<file path="src/rtl/memory_stage.sv">
// memory_stage: load/store unit between execute and writeback of an RV32I pipe.
//
// Ports
//   clk, rst_n              rising-edge clock, asynchronous active-low reset
//   ex_valid                an instruction from execute is present this cycle
//   ex_result[31:0]         address for loads/stores, writeback value otherwise
//   ex_op2_selected[31:0]   store data (rs2, unaligned in the low bits)
//   ex_func3[2:0]           RV32I access size / sign
//   ex_mem_read/_write      load / store qualifiers (never both high)
//   flush                   kill the current instruction's writeback
//   dmem_req/we/addr/wdata/wstrb, dmem_ack, dmem_rdata   data-memory bus
//   mem_stall               upstream holds every ex_* input while high
//   wb_valid, wb_data, misalign_err   registered writeback (single-cycle pulses)
//
// Bus handshake: a request is presented while dmem_req=1 (state WAIT) with
// we/addr/wdata/wstrb held stable; the transfer completes in the cycle
// dmem_ack=1. dmem_rdata is sampled only in that cycle and ack is ignored
// when no request is outstanding.
module memory_stage (
  input  logic        clk,
  input  logic        rst_n,
  input  logic        ex_valid,
  input  logic [31:0] ex_result,
  input  logic [31:0] ex_op2_selected,
  input  logic [2:0]  ex_func3,
  input  logic        ex_mem_read,
  input  logic        ex_mem_write,
  input  logic        flush,
  output logic        dmem_req,
  output logic        dmem_we,
  output logic [31:0] dmem_addr,
  output logic [31:0] dmem_wdata,
  output logic [3:0]  dmem_wstrb,
  input  logic        dmem_ack,
  input  logic [31:0] dmem_rdata,
  output logic        mem_stall,
  output logic        wb_valid,
  output logic [31:0] wb_data,
  output logic        misalign_err
);

  typedef enum logic {S_IDLE = 1'b0, S_WAIT = 1'b1} state_t;

  state_t      state;
  state_t      state_next;

  logic        is_mem;
  logic        legal;
  logic        aligned;
  logic        take;        // live instruction in IDLE, not flushed
  logic        access;      // goes to the bus
  logic        bad_access;  // memory op rejected (illegal func3 or misaligned)
  logic        pass_thru;   // non-memory instruction

  logic [3:0]  store_strb;
  logic [31:0] store_data;
  logic [2:0]  cap_func3;
  logic [1:0]  cap_lo;
  logic        kill;
  logic [31:0] shifted;
  logic [31:0] load_val;

  // ---------------- instruction classification ----------------
  assign is_mem = ex_mem_read | ex_mem_write;

  always_comb begin
    legal = 1'b0;
    if (ex_mem_read)
      legal = ex_func3 inside {3'b000, 3'b001, 3'b010, 3'b100, 3'b101};
    else if (ex_mem_write)
      legal = ex_func3 inside {3'b000, 3'b001, 3'b010};
  end

  always_comb begin
    case (ex_func3[1:0])
      2'b00:   aligned = 1'b1;
      2'b01:   aligned = ~ex_result[0];
      default: aligned = (ex_result[1:0] == 2'b00);
    endcase
  end

  assign take       = (state == S_IDLE) & ex_valid & ~flush;
  assign access     = take & is_mem & legal & aligned;
  assign bad_access = take & is_mem & ~(legal & aligned);
  assign pass_thru  = take & ~is_mem;

  // ---------------- store lane placement ----------------
  always_comb begin
    store_strb = 4'b1111;
    store_data = ex_op2_selected;
    case (ex_func3[1:0])
      2'b00: begin
        store_strb = 4'b0001 << ex_result[1:0];
        store_data = {4{ex_op2_selected[7:0]}};
      end
      2'b01: begin
        store_strb = 4'b0011 << ex_result[1:0];
        store_data = {2{ex_op2_selected[15:0]}};
      end
      default: ;
    endcase
  end

  // ---------------- load extraction (valid only in the ack cycle) ----------------
  always_comb begin
    shifted = dmem_rdata >> {cap_lo, 3'b000};
    case (cap_func3)
      3'b000:  load_val = {{24{shifted[7]}}, shifted[7:0]};
      3'b001:  load_val = {{16{shifted[15]}}, shifted[15:0]};
      3'b100:  load_val = {24'h000000, shifted[7:0]};
      3'b101:  load_val = {16'h0000, shifted[15:0]};
      default: load_val = dmem_rdata;
    endcase
  end

  // ---------------- FSM: state register ----------------
  always_ff @(posedge clk or negedge rst_n) begin
    if (!rst_n) state <= S_IDLE;
    else        state <= state_next;
  end

  // ---------------- FSM: next state ----------------
  always_comb begin
    state_next = state;
    case (state)
      S_IDLE:  if (access)   state_next = S_WAIT;
      S_WAIT:  if (dmem_ack) state_next = S_IDLE;
      default: state_next = S_IDLE;
    endcase
  end

  // ---------------- FSM: outputs ----------------
  // The accept cycle stalls too, so the ex_* inputs stay put while the
  // request is registered; in WAIT the stall drops in the ack cycle.
  always_comb begin
    dmem_req  = 1'b0;
    mem_stall = 1'b0;
    case (state)
      S_IDLE: mem_stall = access;
      S_WAIT: begin
        dmem_req  = 1'b1;
        mem_stall = ~dmem_ack;
      end
      default: ;
    endcase
  end

  // ---------------- datapath registers ----------------
  always_ff @(posedge clk or negedge rst_n) begin
    if (!rst_n) begin
      dmem_we      <= 1'b0;
      dmem_addr    <= 32'h0;
      dmem_wdata   <= 32'h0;
      dmem_wstrb   <= 4'h0;
      cap_func3    <= 3'b000;
      cap_lo       <= 2'b00;
      kill         <= 1'b0;
      wb_valid     <= 1'b0;
      wb_data      <= 32'h0;
      misalign_err <= 1'b0;
    end else begin
      wb_valid     <= 1'b0;
      misalign_err <= 1'b0;

      if (access) begin
        dmem_we    <= ex_mem_write;
        dmem_addr  <= {ex_result[31:2], 2'b00};
        dmem_wdata <= ex_mem_write ? store_data : 32'h0;
        dmem_wstrb <= ex_mem_write ? store_strb : 4'h0;
        cap_func3  <= ex_func3;
        cap_lo     <= ex_result[1:0];
        kill       <= 1'b0;
      end

      if (pass_thru) begin
        wb_valid <= 1'b1;
        wb_data  <= ex_result;
      end

      if (bad_access) begin
        wb_valid     <= 1'b1;
        misalign_err <= 1'b1;
        wb_data      <= 32'h0;
      end

      // A flush while waiting cannot cancel the bus transfer, so it is
      // remembered in kill; a flush in the ack cycle itself also counts.
      if (state == S_WAIT) begin
        if (dmem_ack) begin
          kill <= 1'b0;
          if (!(kill | flush)) begin
            wb_valid <= 1'b1;
            wb_data  <= dmem_we ? 32'h0 : load_val;
          end
        end else if (flush) begin
          kill <= 1'b1;
        end
      end
    end
  end

endmodule
</file>
<file path="config.mk">
export PLATFORM = sky130hd
export DESIGN_NAME = memory_stage
export DESIGN_NICKNAME = d
export VERILOG_FILES = /design/src/rtl/memory_stage.sv
export SDC_FILE = /design/constraint.sdc
export NUM_CORES = 1
export LEC_CHECK = 0
export ABC_AREA = 1
export ABC_CLOCK_PERIOD_IN_PS = 2900
export CAP_MARGIN = 0
export CORE_UTILIZATION = 49
export DETAILED_ROUTE_END_ITERATION = 8
export PLACE_DENSITY_LB_ADDON = 0.3
export SLEW_MARGIN = 5
export SYNTH_ARGS = -nofsm -noshare
export SYNTH_HDL_FRONTEND = slang
export SYNTH_SLANG_ARGS = --single-unit
</file>
<file path="constraint.sdc">
create_clock -name clk -period 2.9 [get_ports clk]
set_input_delay 0.58 -clock clk [delete_from_list [all_inputs] [get_ports clk]]
set_output_delay 0.58 -clock clk [all_outputs]
set_load 0.05 [all_outputs]
</file>
==> flow_summary.toml <==
[outcome]
status = "finished, violations left"
violations = "DRC"

[global_routing]
antenna_found_initial = 0
grt_use_total_pct = 29.7
grt_util_met3_pct = 4.97
grt_most_used_layer = "met2"
grt_pass1_wl_um = 29300
grt-ovfl-total = 0
grt_max_degree = 146
grt_use_met2_pct = 46.5
use_met1_pct = 40.8
grt_pass1_vias = 5719

[yosys]
synthAdderAreaFrac_pct = 0
yosysTopAreaCell = "dfrtp_1"
synth_top_area_share_pct = 45.4
seq_area_frac_synth_pct = 45.4
yosysMostFrequentCell = "nand2_1"
yosysWarnings = 0
synth-simple-area-share_pct = 27.9
ys_ff_latch = 108
synthFlopType = "dfrtp_1"
synth_common_cells = "287 x nand2_1, 108 x dfrtp_1, 74 x inv_1"
syn_area_per_cell_um2 = 7.32
synth_xor_area_share_pct = 0
synth_top_family_by_area = "simple AND/OR/NAND/NOR gates"
netlist_instances = 814
synth_mux_area_share_pct = 0.168
ys_types = 28
syn_area_um2 = 5950
synthTopCellsByArea = "dfrtp_1 45%, nand2_1 18%, o21ai_1 4.9%"
synth-compound-area-share_pct = 15.3
ys_async_sr_fraction_pct = 100
synth_edf_count = 0

[power_and_ir_drop]
p_leak_nw = 4.04
power_density_nw_per_um2 = 732
peakVddDrop_mv = 0.463

[finish]
nets = 1104
fillers = 975
final_core_util_pct = 72.1
final_layout_size_suffix_gt1_share_pct = 6.18
num_antenna_cells = 0
syn_to_final_growth_pct = 40.6
final_cell_count_no_fill = 1146

[sta]
setup_tns_ns = 0
period_needed_ns = 2.67
setup_slack_ns = 0.227
finalMaxSlewViolations = 0
fin_crit_sh_pct = 92.2
tightest_slew_ns = 1.06
setup_violations = 0
finalClockSkew_ns = 0.00432
rsz0062_at_grt = "no"
maxSlewHeadroom_pct = 28.8
hold_viol = 0
max_freq_ghz = 0.374

[placed_design]
port_buffers = 208
dp_cells = 1130
dp_slack_ns = 0.237
place.gp.congestion = 0.953
dp_hpwl_um = 13300

[worst_setup_path]
worstReg2RegEnd = "wb_data[0]"
timing.rr.start = "cap_lo[0]"
cp-end-kind = "primary output"
endpoint = "mem_stall"
r2r.worst_path.cells = 5
criticalPathCategory = "in -> out"
startpoint = "ex_mem_read"
crit_fanout = 3
cp.required_ns = 2.32
startpoint_type = "primary input"
crit_arrival_ns = 2.09
reg2reg_slack_ns = 0.85

[clock_network]
tritoncts = "yes"
htreeDepth = 3
clkTransAtPathRegs_ns = 0.07
insertion_delay_ns = 0.35
cts.sinks = 108
clk_path_buf_depth = 2
numCtsBuffers = 9
postCtsSetupRepairBufs = 0
root_buffer = "clkbuf_16"
holdBufCountCts = 0
cts_resized = 0

[die]
die_w_um = 112
num_io_pins = 211
dieArea_um2 = 12600
die_h_um = 112
core-area_um2 = 11600
initial_core_util_pct = 51.3
row_count = 39

[detailed_routing]
firstDrtPassIters = 7
wirelength_um = 18300
routed-via-count = 6032
ant_nets = 0
drt_iter0_drc = 633
routed_via_density = 5.26
drc_errors = 11
wire_per_inst_um = 16.0

[flow_run]
cap_violations = 0

[min_path]
hp-class = "in -> async"
[cells in the final DEF (no fill, tap or decap), types with 5 or more instances in the layout]
cell type | synthesis | routed
inv_1 | 74 | 74
nor2_1 | 43 | 43
o2111ai_1 | 6 | 6
clkdlybuf4s50_1 | 0 | 206
dfrtp_1 | 108 | 108
clkbuf_16 | 0 | 9
o211ai_1 | 8 | 8
nand4_1 | 18 | 18
o21ai_2 | 10 | 10
o21ai_0 | 38 | 38
nand3_1 | 38 | 37
buf_4 | 5 | 17
o21ai_1 | 58 | 58
or2_2 | 5 | 5
nand2_1 | 287 | 287
a21oi_1 | 45 | 45
nor3_1 | 6 | 5
[worst min path at each step]
| stage | end | cells past startpoint |
|---|---|---|
| floorplan | cap_func3[0] | 0 |
| global placement | dmem_addr[6] | 2 |
| detailed placement | dmem_addr[10] | 2 |
| CTS | dmem_wstrb[0] | 1 |
| global route | dmem_wstrb[0] | 1 |
| finish | state | 1 |
[cells by family after synthesis]
kind of cell / Yosys count
and+or+nand+nor: 405
AOI/OAI and AO/OA: 166
buffers and inverters: 133
DFF: 108
muxes: 1
other: 1
[where the power goes]
group	internal, mW	switching, mW
registers	1.81	0.178
logic	0.935	1.86
clock network	0.786	0.553
[cell type report]
cell class                 instances  area (µm²)  share of cell area [%]
inverter                          78         293                    3.50
clock inverter                     3        68.8                   0.822
clock buffer                      13         250                    2.99
sequential                       108        2700                    32.3
tap                              143         179                    2.14
timing repair buffer             227        2270                    27.1
multi-input combinational        574        2610                    31.2
[state kept, by name (all words and copies together) (netlist names)]
name and count:
dmem_addr 30, dmem_wdata 32, state 1, kill 1, wb_valid 1, dmem_wstrb 4, misalign_err 1, wb_data 32
cap_lo 2, cap_func3 3, dmem_we 1
[stage by stage]
stage	cell area, µm²	hold slack (ns)	power, mW
6_report	8370	0.208	6.13
5_1_grt	8370	0.246	6.40
4_1_cts	8370	0.226	6.13
3_5_place_dp	8060	0.473	4.79
3_3_place_gp	8060	0.465	4.76
2_1_floorplan	5960	0.284	3.79
[critical path, cell delays in order]
cell and delay, ns:
clkdlybuf4s50_1 0.50, nor2_1 0.10, inv_1 0.07, nand2_1 0.05, nor2_1 0.19, nand3_4 0.12
mux2i_1 0.28, buf_12 0.18
[per-layer routing]
layer	vias to the layer above	part of all wire [%]
li1	2982	-
met1	2764	44
met2	239	46
met3	47	6.5
met4	0	3.5
met5	-	0
(Power assumes the default switching activity.)
==> edit 1: new RTL, same flow settings <==
Make the reset (`rst_n`) synchronous in 2 clocked blocks. Comments in the files are not updated.
--- a/src/rtl/memory_stage.sv
+++ b/src/rtl/memory_stage.sv
@@ -114,7 +114,7 @@
   end
 
   // ---------------- FSM: state register ----------------
-  always_ff @(posedge clk or negedge rst_n) begin
+  always_ff @(posedge clk) begin
     if (!rst_n) state <= S_IDLE;
     else        state <= state_next;
   end
@@ -146,7 +146,7 @@
   end
 
   // ---------------- datapath registers ----------------
-  always_ff @(posedge clk or negedge rst_n) begin
+  always_ff @(posedge clk) begin
     if (!rst_n) begin
       dmem_we      <= 1'b0;
       dmem_addr    <= 32'h0;
Formal check against the unedited RTL: differs if rst_n is asserted again (counterexample within 4 cycles, from zero or initial values and one cycle with rst_n low); with rst_n held inactive, the same outputs for 10 cycles.
==> edit 1 against the unedited design <==
Non-clock buffer count rose by 2. Wire length fell by 1.9%. Clock skew rose by 5.9 ps. Utilization rose by 0.77 points. Sequential cell count did not move. Area after synthesis fell by 6.0%. Setup slack improved by 90 ps. Design area fell by 4.4%. Via count rose by 6.1%. Critical path type unchanged.
Power is not compared: it rests on default switching activity, and its combinational part moved more than twofold at a synthesized area within 25%.
==> edit 1: results (changes against the unedited design) <==
\begin{tabular}{lr}
\hline
Metric & Value \\
\hline
\multicolumn{2}{l}{\textbf{Global route}} \\
\quad Maximum number of pins on one net before global-route repair & 49 (was 146) \\
\quad Vias in the first global route & 5530 (was 5719) \\
\quad First-pass GRT wire length & 27370 um (was 29260 um) \\
\quad Overall fraction of global-route tracks in use & 29.50\% (was 29.74\%) \\
\multicolumn{2}{l}{\textbf{Routing}} \\
\quad Number of search-and-repair iterations in the first detailed-routing pass & 6 (was 7) \\
\quad Drt via density & 5.398 (was 5.264) \\
\quad Iteration-0 DRC Markers & 655 (was 633) \\
\multicolumn{2}{l}{\textbf{Logic synthesis}} \\
\quad Distinct cells, synth & 29 (was 28) \\
\quad Share of synthesized area occupied by flip-flops and latches & 38.61\% (was 45.39\%) \\
\quad Most area-consuming cells after synthesis & sky130\_fd\_sc\_hd\_\_dfxtp\_1 (39\%), sky130\_fd\_sc\_hd\_\_nand2\_1 (15\%), sky130\_fd\_sc\_hd\_\_a21oi\_1 (10\%), sky130\_fd\_sc\_hd\_\_nor2\_1 (7.5\%), sky130\_fd\_sc\_hd\_\_o21ai\_0 (6.2\%) (was sky130\_fd\_sc\_hd\_\_dfrtp\_1 (45\%), sky130\_fd\_sc\_hd\_\_nand2\_1 (18\%), sky130\_fd\_sc\_hd\_\_o21ai\_1 (4.9\%), sky130\_fd\_sc\_hd\_\_inv\_1 (4.7\%), sky130\_fd\_sc\_hd\_\_a21oi\_1 (3.8\%)) \\
\quad Async S/R FF share, synth & 0\% (was 100.0\%) \\
\multicolumn{2}{l}{\textbf{Cells and area}} \\
\quad Share of layout cells above drive strength 1 & 5.736\% (was 6.181\%) \\
\multicolumn{2}{l}{\textbf{Worst setup path}} \\
\quad Reg2Reg Setup Slack & 800 ps (was 850 ps) \\
\quad Data arrival time of the critical path & 2000 ps (was 2090 ps) \\
\quad Launch point of the worst reg-to-reg path & cap\_lo[0] (unchanged) \\
\quad CP peak stage delay & 570 ps (was 500 ps) \\
\quad Endpoint of the lowest-slack register-to-register path & wb\_data[26] (was wb\_data[0]) \\
\quad Depth of the worst register-to-register path & 9 (was 5) \\
\quad Worst-path fanout max & 9 (was 3) \\
\multicolumn{2}{l}{\textbf{STA}} \\
\quad Clk\_skew & 10.24 ps (was 4.324 ps) \\
\quad Final worst hold slack & 466.9 ps (was 207.7 ps) \\
\multicolumn{2}{l}{\textbf{Placed design}} \\
\quad Final HPWL DP & 13230 um (was 13340 um) \\
\quad Routability congestion estimate & 0.9809 (was 0.9531) \\
\multicolumn{2}{l}{\textbf{Outcome}} \\
\quad Outcome & finished clean (was finished, violations left) \\
\multicolumn{2}{l}{\textbf{Min path}} \\
\quad Hold Crit Class & reg2reg (was in2async) \\
\hline
\end{tabular}
## edit 1: critical path: cells and delay by family
kind,cells,cell delay (ps)
buffers and inverters,3,830
and+or+nand+nor,5,580
## edit 1: per-layer routing
layer	global-route usage, %	vias to the layer above	routed length (um)
li1	-	3177	-
met1	39.64	2881	7658
met2	47.48	320	8295
met3	4.901	24	1690
met4	10.62	0	351
met5	0	-	0
## edit 1: logic make-up after synthesis
group | Yosys count | synth area share, %
simple gates | 435 | 33.16
compound gates | 200 | 18.64
buf+inv | 118 | 9.520
flops | 108 | 38.61
other cells | 1 | 0.06697
## edit 1: layout make-up
class	instances	area (um^2)	area share (%)
multi-input cells	637	2908	36.33
repair buffers	229	2275	28.42
flip-flops and latches	108	2162	27.01
clock buffers	12	236.5	2.955
inverters	56	212.7	2.657
well taps	140	175.2	2.189
clock inverters	4	35.03	0.4377
## edit 1: through the flow
stage | area (um^2) | setup WS [ps] | std cells
2_1_floorplan | 5603 | 608.1 | 863
3_3_place_gp | 7732 | 356.1 | 1170
3_5_place_dp | 7732 | 313.0 | 1170
4_1_cts | 8004 | 310.0 | 1186
5_1_grt | 8004 | 234.5 | 1186
6_report | 8004 | 317.9 | 1186
## edit 1: power groups by stage
stage	registers [mW]	clock network [mW]	logic, mW
detailed placement	1.57	0	0.674
global placement	1.57	0	0.668
CTS	1.54	1.15	0.678
floorplan	1.68	0	0.271
finish	1.54	1.15	0.683
global route	1.54	1.22	0.734
## edit 1: worst max path at each step
stage	slack, ps	startpoint	end	cells after the start
CTS	310	ex_func3[1]	mem_stall	8
floorplan	610	ex_valid	mem_stall	6
global route	230	ex_func3[1]	mem_stall	8
global placement	360	ex_func3[1]	mem_stall	8
detailed placement	310	ex_func3[1]	mem_stall	8
finish	320	ex_func3[1]	mem_stall	8
==> edit 2: new RTL, same settings <==
Made on the original files. Put one more register stage on the output `misalign_err`, cleared by the reset. The value now appears one clock later. The other outputs are not delayed to match. Comments in the files are not updated.
--- a/src/rtl/memory_stage.sv
+++ b/src/rtl/memory_stage.sv
@@ -41,6 +41,8 @@
 
   typedef enum logic {S_IDLE = 1'b0, S_WAIT = 1'b1} state_t;
 
+  logic misalign_err_s0;
+
   state_t      state;
   state_t      state_next;
 
@@ -157,10 +159,10 @@
       kill         <= 1'b0;
       wb_valid     <= 1'b0;
       wb_data      <= 32'h0;
-      misalign_err <= 1'b0;
+      misalign_err_s0 <= 1'b0;
     end else begin
       wb_valid     <= 1'b0;
-      misalign_err <= 1'b0;
+      misalign_err_s0 <= 1'b0;
 
       if (access) begin
         dmem_we    <= ex_mem_write;
@@ -179,7 +181,7 @@
 
       if (bad_access) begin
         wb_valid     <= 1'b1;
-        misalign_err <= 1'b1;
+        misalign_err_s0 <= 1'b1;
         wb_data      <= 32'h0;
       end
 
@@ -199,4 +201,12 @@
     end
   end
 
+  always_ff @(posedge clk or negedge rst_n) begin
+    if (!rst_n) begin
+      misalign_err <= '0;
+    end else begin
+      misalign_err <= misalign_err_s0;
+    end
+  end
+
 endmodule
Check against the original RTL: not equivalent (Yosys sat finds a counterexample within 4 cycles, from zero or initial values and one cycle with rst_n low).
==> edit 2 against the unedited design <==
The run still ends with DRC left. Wire length fell by 5.6%. Clock skew rose by 3.9 ps. Setup slack improved by 110 ps. Largest power group unchanged. Area after synthesis fell by 1.2%. Register-to-register slack improved by 140 ps. Total power fell by 2.5%. Highest routed layer unchanged. Sequential cell count rose by 1. Worst hold slack improved by 50 ps. Design area fell by 1.3%. Utilization fell by 0.63 points. Via count fell by 1.6%.
==> edit 2: results (changes against the unedited design) <==
\begin{tabular}{lr}
\hline
Metric & Value \\
\hline
\multicolumn{2}{l}{\textbf{Placed design}} \\
\quad Final HPWL DP & 12550 um (was 13340 um) \\
\quad Routability congestion estimate & 0.9279 (was 0.9531) \\
\multicolumn{2}{l}{\textbf{STA}} \\
\quad Clk\_skew & 8.203 ps (was 4.324 ps) \\
\quad Headroom to the max-slew limit & 50.20\% (was 28.84\%) \\
\multicolumn{2}{l}{\textbf{Clocking}} \\
\quad CTS H-tree depth & 3 (unchanged) \\
\multicolumn{2}{l}{\textbf{Logic synthesis}} \\
\quad Average cell area after synthesis & 7.278 um\^{}2 (was 7.315 um\^{}2) \\
\quad Share of synthesized area occupied by flip-flops and latches & 46.38\% (was 45.39\%) \\
\quad Arithmetic-cell share of the synthesized area counting full adders, half adders and majority gates & 0\% (unchanged) \\
\quad Distinct cells, synth & 23 (was 28) \\
\quad Most area-consuming cells after synthesis & sky130\_fd\_sc\_hd\_\_dfrtp\_1 (46\%), sky130\_fd\_sc\_hd\_\_nand2\_1 (20\%), sky130\_fd\_sc\_hd\_\_o21ai\_1 (6.2\%), sky130\_fd\_sc\_hd\_\_inv\_1 (5.2\%), sky130\_fd\_sc\_hd\_\_a21oi\_1 (4.4\%) (was sky130\_fd\_sc\_hd\_\_dfrtp\_1 (45\%), sky130\_fd\_sc\_hd\_\_nand2\_1 (18\%), sky130\_fd\_sc\_hd\_\_o21ai\_1 (4.9\%), sky130\_fd\_sc\_hd\_\_inv\_1 (4.7\%), sky130\_fd\_sc\_hd\_\_a21oi\_1 (3.8\%)) \\
\quad Compound-gate portion of the synthesized area & 16.77\% (was 15.34\%) \\
\multicolumn{2}{l}{\textbf{Global route}} \\
\quad Vias in the first global route & 5709 (was 5719) \\
\quad First-pass GRT wire length & 28300 um (was 29260 um) \\
\multicolumn{2}{l}{\textbf{Routing}} \\
\quad Remaining design rule violation count & 14 (was 11) \\
\quad Final wirelength & 17300 um (was 18340 um) \\
\quad Iteration-0 DRC Markers & 545 (was 633) \\
\quad Via count & 5937 (was 6032) \\
\multicolumn{2}{l}{\textbf{Outcome}} \\
\quad Outcome & finished, violations left (unchanged) \\
\quad Violated checks & DRC (unchanged) \\
\multicolumn{2}{l}{\textbf{Worst setup path}} \\
\quad Data arrival time of the critical path & 1980 ps (was 2090 ps) \\
\quad Worst-path fanout max & 5 (was 3) \\
\quad CP peak stage delay & 560 ps (was 500 ps) \\
\multicolumn{2}{l}{\textbf{Pwr}} \\
\quad VDD IR max & 382.2 uV (was 462.9 uV) \\
\quad Leakage Power & 3.997 nW (was 4.038 nW) \\
\quad Sw frac & 43.40\% (was 42.32\%) \\
\multicolumn{2}{l}{\textbf{Cells and area}} \\
\quad Final cell count without fillers & 1139 (was 1146) \\
\hline
\end{tabular}
edit 2: cell count changes after synthesis, moves of 10 or more:
cell                      before  now
sky130_fd_sc_hd__o21ai_1      58   73
sky130_fd_sc_hd__nor2_1       43   25
sky130_fd_sc_hd__nand4_1      18    0
sky130_fd_sc_hd__nand2_1     287  310
sky130_fd_sc_hd__o21ai_2      10    0
edit 2: kinds of logic after synthesis:
family                 Yosys count
other                            1
AO/OA/AOI/OAI                  182
flip-flops                     109
AND/OR/NAND/NOR                381
buffers and inverters          135
edit 2: worst reg2reg max path: stages, from the launching register on:
cell and delay (ps):
sky130_fd_sc_hd__dfrtp_1 360, sky130_fd_sc_hd__buf_4 200, sky130_fd_sc_hd__inv_1 410, sky130_fd_sc_hd__o21ai_0 430, sky130_fd_sc_hd__a21oi_1 260, sky130_fd_sc_hd__nand2_1 110, sky130_fd_sc_hd__nand2_1 80
edit 2: final cells by class:
type / count / area share [%]
sequential: 109 / 33.00
multi-input combinational: 565 / 30.62
timing repair buffer: 223 / 26.94
inverter: 83 / 3.769
clock buffer: 10 / 2.891
tap: 143 / 2.164
clock inverter: 6 / 0.6206
edit 2: routing by layer:
layer  share of wire (%)  global-route usage [%]
met3                 8.1                   5.716
met1                  42                   37.31
met2                  48                   47.21
met4                 2.2                   10.27
met5                   0                       0
edit 2: stage by stage:
stage                     setup slack, ps  utilization (%)  instance area [um^2]  power (mW)
after detailed placement            354.4            68.97                  7976       4.768
after global routing                193.9            71.48                  8267       6.279
after global placement              368.6            68.97                  7976       4.730
after CTS                           343.7            71.48                  8267       5.984
after floorplan                     539.8                -                  5884       3.795
final                               339.4            71.48                  8267       5.970
edit 2: path summary, 6_finish.rpt:
kind	start	to	slack, ps	cells past startpoint
worst max-delay path	ex_func3[1]	mem_stall	340	8
worst min-delay path	rst_n	dmem_addr[16]	260	1
worst max register to register	cap_func3[1]	wb_data[3]	990	6
worst min register to register	misalign_err_s0	misalign_err	360	0
max in group asynchronous	rst_n	dmem_addr[30]	1950	2
min in group clk	misalign_err_s0	misalign_err	360	0
edit 2: power by group through the flow:
stage	combinational [mW]	clock [mW]	sequential [mW]
3_5_place_dp	2.73	0	2.04
2_1_floorplan	0.759	0	3.04
6_report	2.73	1.22	2.02
3_3_place_gp	2.69	0	2.04
5_1_grt	2.92	1.30	2.06
4_1_cts	2.74	1.23	2.02
